<file path="config.mk">
export PLATFORM = sky130hd
export DESIGN_NAME = alu_ctrl_branch
export DESIGN_NICKNAME = d
export VERILOG_FILES = /design/src/rtl/alu_ctrl_branch.sv
export SDC_FILE = /design/constraint.sdc
export NUM_CORES = 1
export LEC_CHECK = 0
export ABC_AREA = 1
export BUFFER_PORTS_ARGS = -buffer_cell sky130_fd_sc_hd__buf_2
export CORE_UTILIZATION = 40
export CTS_BUF_LIST = sky130_fd_sc_hd__clkbuf_4
export CTS_CLUSTER_DIAMETER = 100
export DETAILED_ROUTE_END_ITERATION = 6
export SLEW_MARGIN = 20
export SYNTH_ARGS = -nofsm -noshare
export SYNTH_HDL_FRONTEND = slang
export SYNTH_SLANG_ARGS = --single-unit
</file>
<file path="constraint.sdc">
create_clock -name clk -period 3.66 [get_ports clk]
set_input_delay 0.183 -clock clk [delete_from_list [all_inputs] [get_ports clk]]
set_output_delay 0.183 -clock clk [all_outputs]
set_load 0.005 [all_outputs]
</file>
<file path="src/rtl/alu_ctrl_branch.sv">
// ALU, instruction decode and branch resolution for a 16-bit single-issue core.
// Everything is combinational from the current instruction except the z/n/v flags.
module alu_ctrl_branch #(
  parameter int unsigned DATA_W = 16
) (
  input  logic              clk,
  input  logic              rst_n,
  input  logic [DATA_W-1:0] instr,
  input  logic [DATA_W-1:0] pc,
  input  logic [DATA_W-1:0] op_a,
  input  logic [DATA_W-1:0] op_b,
  output logic [3:0]        rs,
  output logic [3:0]        rt,
  output logic [3:0]        rd,
  output logic [DATA_W-1:0] result,
  output logic              reg_we,
  output logic              mem_we,
  output logic              mem_re,
  output logic              halt,
  output logic              call,
  output logic              ret,
  output logic              take_br,
  output logic [DATA_W-1:0] target,
  output logic              z,
  output logic              n,
  output logic              v
);

  localparam int unsigned MSB    = DATA_W - 1;
  localparam int unsigned HALF_W = DATA_W / 2;
  localparam logic [DATA_W-1:0] W_POS = {1'b0, {(DATA_W-1){1'b1}}};
  localparam logic [DATA_W-1:0] W_NEG = {1'b1, {(DATA_W-1){1'b0}}};
  localparam logic [HALF_W-1:0] B_POS = {1'b0, {(HALF_W-1){1'b1}}};
  localparam logic [HALF_W-1:0] B_NEG = {1'b1, {(HALF_W-1){1'b0}}};

  typedef enum logic [3:0] {
    OP_ADD = 4'h0, OP_PADDSB = 4'h1, OP_SUB = 4'h2, OP_AND = 4'h3,
    OP_NOR = 4'h4, OP_SLL    = 4'h5, OP_SRL = 4'h6, OP_SRA = 4'h7,
    OP_LW  = 4'h8, OP_SW     = 4'h9, OP_LHB = 4'hA, OP_LLB = 4'hB,
    OP_B   = 4'hC, OP_CALL   = 4'hD, OP_RET = 4'hE, OP_HLT = 4'hF
  } opcode_e;

  opcode_e opcode;
  logic z_q, n_q, v_q, z_d, n_d, v_d;
  logic [DATA_W-1:0] sum_raw, dif_raw, add_sat, sub_sat;
  logic              add_ovf, sub_ovf;
  logic [HALF_W-1:0] hi_sum, lo_sum, hi_sat, lo_sat;
  logic              hi_ovf, lo_ovf;
  logic [DATA_W-1:0] imm4, imm8, imm9, imm12, pc_inc;
  logic              cond_met;

  assign opcode = opcode_e'(instr[15:12]);

  // Word add/sub with saturation; overflow direction follows op_a's sign
  assign sum_raw = op_a + op_b;
  assign dif_raw = op_a - op_b;
  assign add_ovf = (op_a[MSB] == op_b[MSB]) && (sum_raw[MSB] != op_a[MSB]);
  assign sub_ovf = (op_a[MSB] != op_b[MSB]) && (dif_raw[MSB] != op_a[MSB]);
  assign add_sat = add_ovf ? (op_a[MSB] ? W_NEG : W_POS) : sum_raw;
  assign sub_sat = sub_ovf ? (op_a[MSB] ? W_NEG : W_POS) : dif_raw;

  // Independent saturating byte lanes for PADDSB
  assign hi_sum = op_a[DATA_W-1:HALF_W] + op_b[DATA_W-1:HALF_W];
  assign lo_sum = op_a[HALF_W-1:0] + op_b[HALF_W-1:0];
  assign hi_ovf = (op_a[MSB] == op_b[MSB]) && (hi_sum[HALF_W-1] != op_a[MSB]);
  assign lo_ovf = (op_a[HALF_W-1] == op_b[HALF_W-1]) && (lo_sum[HALF_W-1] != op_a[HALF_W-1]);
  assign hi_sat = hi_ovf ? (op_a[MSB] ? B_NEG : B_POS) : hi_sum;
  assign lo_sat = lo_ovf ? (op_a[HALF_W-1] ? B_NEG : B_POS) : lo_sum;

  // Sign-extended immediates and link address
  assign imm4   = {{(DATA_W-4){instr[3]}}, instr[3:0]};
  assign imm8   = {{(DATA_W-8){instr[7]}}, instr[7:0]};
  assign imm9   = {{(DATA_W-9){instr[8]}}, instr[8:0]};
  assign imm12  = {{(DATA_W-12){instr[11]}}, instr[11:0]};
  assign pc_inc = pc + DATA_W'(1);

  // Branch condition evaluated against the registered flags
  always_comb begin
    cond_met = 1'b0;
    case (instr[11:9])
      3'b000:  cond_met = !z_q;
      3'b001:  cond_met = z_q;
      3'b010:  cond_met = !z_q && !n_q;
      3'b011:  cond_met = n_q;
      3'b100:  cond_met = z_q || !n_q;
      3'b101:  cond_met = n_q || z_q;
      3'b110:  cond_met = v_q;
      default: cond_met = 1'b1;
    endcase
  end

  // Decode, datapath result and redirect generation
  always_comb begin
    rs      = 4'd0;
    rt      = 4'd0;
    rd      = 4'd0;
    result  = '0;
    target  = '0;
    reg_we  = 1'b0;
    mem_we  = 1'b0;
    mem_re  = 1'b0;
    halt    = 1'b0;
    call    = 1'b0;
    ret     = 1'b0;
    take_br = 1'b0;
    case (opcode)
      OP_ADD, OP_PADDSB, OP_SUB, OP_AND, OP_NOR: begin
        rd     = instr[11:8];
        rs     = instr[7:4];
        rt     = instr[3:0];
        reg_we = 1'b1;
        case (opcode)
          OP_ADD:    result = add_sat;
          OP_PADDSB: result = {hi_sat, lo_sat};
          OP_SUB:    result = sub_sat;
          OP_AND:    result = op_a & op_b;
          default:   result = ~(op_a | op_b);
        endcase
      end
      OP_SLL, OP_SRL, OP_SRA: begin
        rd     = instr[11:8];
        rs     = instr[7:4];
        reg_we = 1'b1;
        case (opcode)
          OP_SLL:  result = op_a << instr[3:0];
          OP_SRL:  result = op_a >> instr[3:0];
          default: result = DATA_W'($signed(op_a) >>> instr[3:0]);
        endcase
      end
      OP_LW: begin
        rd     = instr[11:8];
        rs     = instr[7:4];
        result = op_a + imm4;
        reg_we = 1'b1;
        mem_re = 1'b1;
      end
      OP_SW: begin
        rt     = instr[11:8];
        rs     = instr[7:4];
        result = op_a + imm4;
        mem_we = 1'b1;
      end
      OP_LHB: begin
        rd     = instr[11:8];
        rt     = instr[11:8];
        result = {instr[7:0], op_b[7:0]};
        reg_we = 1'b1;
      end
      OP_LLB: begin
        rd     = instr[11:8];
        result = imm8;
        reg_we = 1'b1;
      end
      OP_B: begin
        target  = pc_inc + imm9;
        take_br = cond_met;
      end
      OP_CALL: begin
        rd     = 4'd15;
        result = pc_inc;
        target = pc_inc + imm12;
        reg_we = 1'b1;
        call   = 1'b1;
      end
      OP_RET: begin
        rs     = 4'd15;
        target = op_a;
        ret    = 1'b1;
      end
      default: halt = 1'b1;
    endcase
  end

  // Next-flag selection: arithmetic writes z/n/v, logic and shifts write z only
  always_comb begin
    z_d = z_q;
    n_d = n_q;
    v_d = v_q;
    if (!halt) begin
      case (opcode)
        OP_ADD: begin
          z_d = (result == '0);
          n_d = result[MSB];
          v_d = add_ovf;
        end
        OP_SUB: begin
          z_d = (result == '0);
          n_d = result[MSB];
          v_d = sub_ovf;
        end
        OP_AND, OP_NOR, OP_SLL, OP_SRL, OP_SRA: z_d = (result == '0);
        default: ;
      endcase
    end
  end

  // Flag register; reset input is active-high despite its name
  always_ff @(posedge clk or posedge rst_n) begin
    if (rst_n) begin
      z_q <= 1'b0;
      n_q <= 1'b0;
      v_q <= 1'b0;
    end else begin
      z_q <= z_d;
      n_q <= n_d;
      v_q <= v_d;
    end
  end

  assign z = z_q;
  assign n = n_q;
  assign v = v_q;

endmodule

</file>
==> results.py <==
metrics = {
    "outcome": {
        "outcome": "completed",
    },
    "synthesis": {
        "synthTopCellsByArea": "nand2_1 24%, ha_1 13%, nand3_1 9.8%, inv_1 9.1%, nor2_1 6.8%",
        "synthDistinctLibCells": 53,
        "syn_avg_cell_area_um2": 5.15,
        "ys.flop_type": "dfrtp_1",
        "syn-instance-count": 1528,
        "synth-seq-cells": 3,
        "synth-async-reset-ratio_pct": 100,
        "synth_edf_count": 0,
        "yosysTopAreaCellShare_pct": 24.4,
        "ys_seq_area_share_pct": 0.954,
        "synth_warnings": 0,
        "syn_area_um2": 7870,
        "synth_fp_nets": 1684,
        "synth.largest_area_cell": "nand2_1",
    },
    "final_layout": {
        "mostFrequentLayoutCells": "509 x nand2_1, 187 x inv_1, 151 x nand3_1",
        "final_common_cell": "nand2_1",
        "num-fill-cells": 2217,
        "antennaDiodeCount": 0,
        "final_nets": 1859,
        "final_core_util_pct": 50.0,
        "syn2layout_area_growth_pct": 20.8,
        "finalNonFillerCells": 1962,
        "layout-drive-gt1-share_pct": 18.7,
        "final_area_um2": 9510,
    },
    "setup_path": {
        "worstPathArrival_ns": 3.35,
        "worstPathMaxFanout": 5,
        "cp-start-kind": "primary input",
        "required_ns": 3.48,
        "cp-end-kind": "output port",
        "crit_type": "primary input to output port",
    },
    "placement": {
        "place.gp.congestion": 0.999,
        "dpl.hpwl_um": 30500,
        "place_ws_ns": -0.163,
        "dp_cells": 1953,
        "dpl-instance-area_um2": 9230,
        "io_buffers": 119,
    },
    "cts": {
        "cts.clk_slew.worst_paths_ns": 0.04,
        "cts_tree": "done",
        "clkLatencyLatePin_ns": 0.24,
        "clockRootBuffer": "clkbuf_4",
        "cts_max_path_buffers": 2,
        "cts_made_buffers": 3,
        "cts.sinks": 3,
        "htree_levels": 1,
    },
    "die": {
        "die_x_um": 142,
        "row_count": 50,
        "die_height_um": 142,
        "core-area_um2": 19000,
        "start_util_pct": 41.4,
        "dieArea_um2": 20200,
        "io_pins": 120,
    },
    "grt": {
        "grt_pass1_wl_um": 55600,
        "antenna_found_initial": 0,
        "grt_overflow": 0,
        "track_usage_pct": 35.5,
        "grt_pass1_vias": 10200,
        "grt_max_degree": 31,
    },
    "drt": {
        "num_vias": 10700,
        "drt_iter0_markers": 799,
        "dr.max_layer_used": "met4",
        "wl_met1_um": 14900,
        "wl_per_cell_um": 18.4,
        "dr_wl_met2_um": 17400,
        "drcViolationCount": 0,
        "wirelength_um": 36200,
        "viasPerCell": 5.47,
        "dr.pass1.iters": 7,
        "ant_nets": 0,
        "wl_met3_um": 2010,
    },
    "timing": {
        "fin_skew_ns": 0,
        "fin_crit_ns": 3.53,
        "clock.fmax_ghz": 0.283,
        "tightest_slew_ns": 0.921,
        "drv_slew": 0,
        "slew_headroom_pct": 38.4,
        "fin_ws_ns": 0.130,
        "timing.final.crit_share_pct": 96.5,
        "finalSetupViolCount": 0,
        "hold_viol_final": 0,
    },
    "power_and_ir_drop": {
        "p_leak_uw": 0.00531,
        "power_density_nw_per_um2": 169,
        "ir_worst_vdd_v": 0.0000611,
    },
    "job": {
        "max_cap_violations": 0,
    },
    "worst_hold_path": {
        "holdCritPathClass": "primary input to asynchronous set/reset pin",
    },
}
registers in the layout, summed over array words and instances, names as in the netlist:
name,count
v,1
z,1
n,1
critical path, stage by stage:
cell	delay (ns)
buf_2	0.14
inv_1	0.13
ha_4	0.24
nor2_2	0.14
inv_1	0.08
nor3_2	0.19
nand2_2	0.09
nand3_2	0.07
a21o_1	0.13
a21oi_2	0.07
fa_1	0.59
nand3_2	0.09
inv_2	0.10
buf_4	0.13
nor2_4	0.05
buf_6	0.13
nand2_1	0.06
nand3_1	0.07
nor2_1	0.12
nand2_1	0.11
nand2_1	0.10
nand2_2	0.09
buf_4	0.14
buf_2	0.11
synth_stat cells (3+ instances only):
cell and instances:
or2_2 4, dfrtp_1 3, xnor2_1 7, inv_1 190, a21o_1 5, nor3_1 11, nor2_4 5, o21ai_0 84
xor2_1 22, nor2_1 143, nand3b_1 3, o22ai_1 15, o21a_1 8, buf_6 8, nand3_1 154, buf_4 5
nand2_4 4, o21ai_1 5, nand4_1 20, o211ai_1 12, buf_1 5, fa_1 6, inv_2 10, mux2i_1 3
a21oi_1 100, nor3_2 3, nand3_2 3, nand2_2 20, buf_2 18, clkbuf_1 15, ha_1 84, nor2_2 7
o2111ai_1 5, o21bai_1 5, nand2_1 512, a31oi_1 4
cells by family (layout without fill, tap and decap cells):
logic type,Yosys count,in the layout,synth area share [%]
and+or+nand+nor,894,894,48.7
AOI/OAI and AO/OA,255,255,18.4
buffers and inverters,254,428,13.5
adders and majority gates,90,90,14.9
xor gates and xnor gates,29,29,3.23
muxes,3,3,0.382
DFF,3,3,0.954
area by class of cell:
type	count	area (um2)	area share (%)
clock buffer	4	30.0	0.316
inverter	202	758	7.97
multi-input combinational	1271	6930	72.9
sequential	3	75.1	0.789
tap	260	325	3.42
timing repair buffer	222	1390	14.6
worst paths after layout:
| check | from | to | slack [ns] | depth (start not counted) |
|---|---|---|---|---|
| worst min register to register | z | z | 0.56 | 2 |
| worst min-delay path | rst_n | v | 0.37 | 3 |
| worst max register to register | n | n | 2.93 | 2 |
| max in group asynchronous | rst_n | n | 3.16 | 3 |
| worst max-delay path | op_b[6] | result[4] | 0.13 | 24 |
| min in group clk | instr[12] | v | 0.37 | 4 |
through the flow:
stage | hold WS [ns] | total power (uW) | setup TNS (ns)
after global routing | 0.390 | 1760 | -0.145
after global placement | 0.0580 | 1460 | -0.0692
after floorplan | -0.0634 | 941 | 0
after CTS | 0.359 | 1530 | 0
final | 0.369 | 1600 | 0
after detailed placement | 0.0598 | 1460 | -0.212
where the power goes:
group	internal [uW]	switching [uW]
clock	48.4	19.7
combinational	548	946
sequential	37.9	4.80
per-layer routing:
layer | up-vias | global-route usage [%]
met2 | 430 | 62.8
met5 | - | 0
met4 | 0 | 16.8
li1 | 5288 | -
met3 | 100 | 2.12
met1 | 4910 | 43.8
what timing repair did:
item	4_1_cts	5_1_grt
hold buffers	1	0
endpoints found under the hold margin	3	0
buffers inserted	0	4
setup endpoints to repair	2	16
gates resized for setup	2	35
pin swaps	0	10
Power figures use the tool's default switching activity.
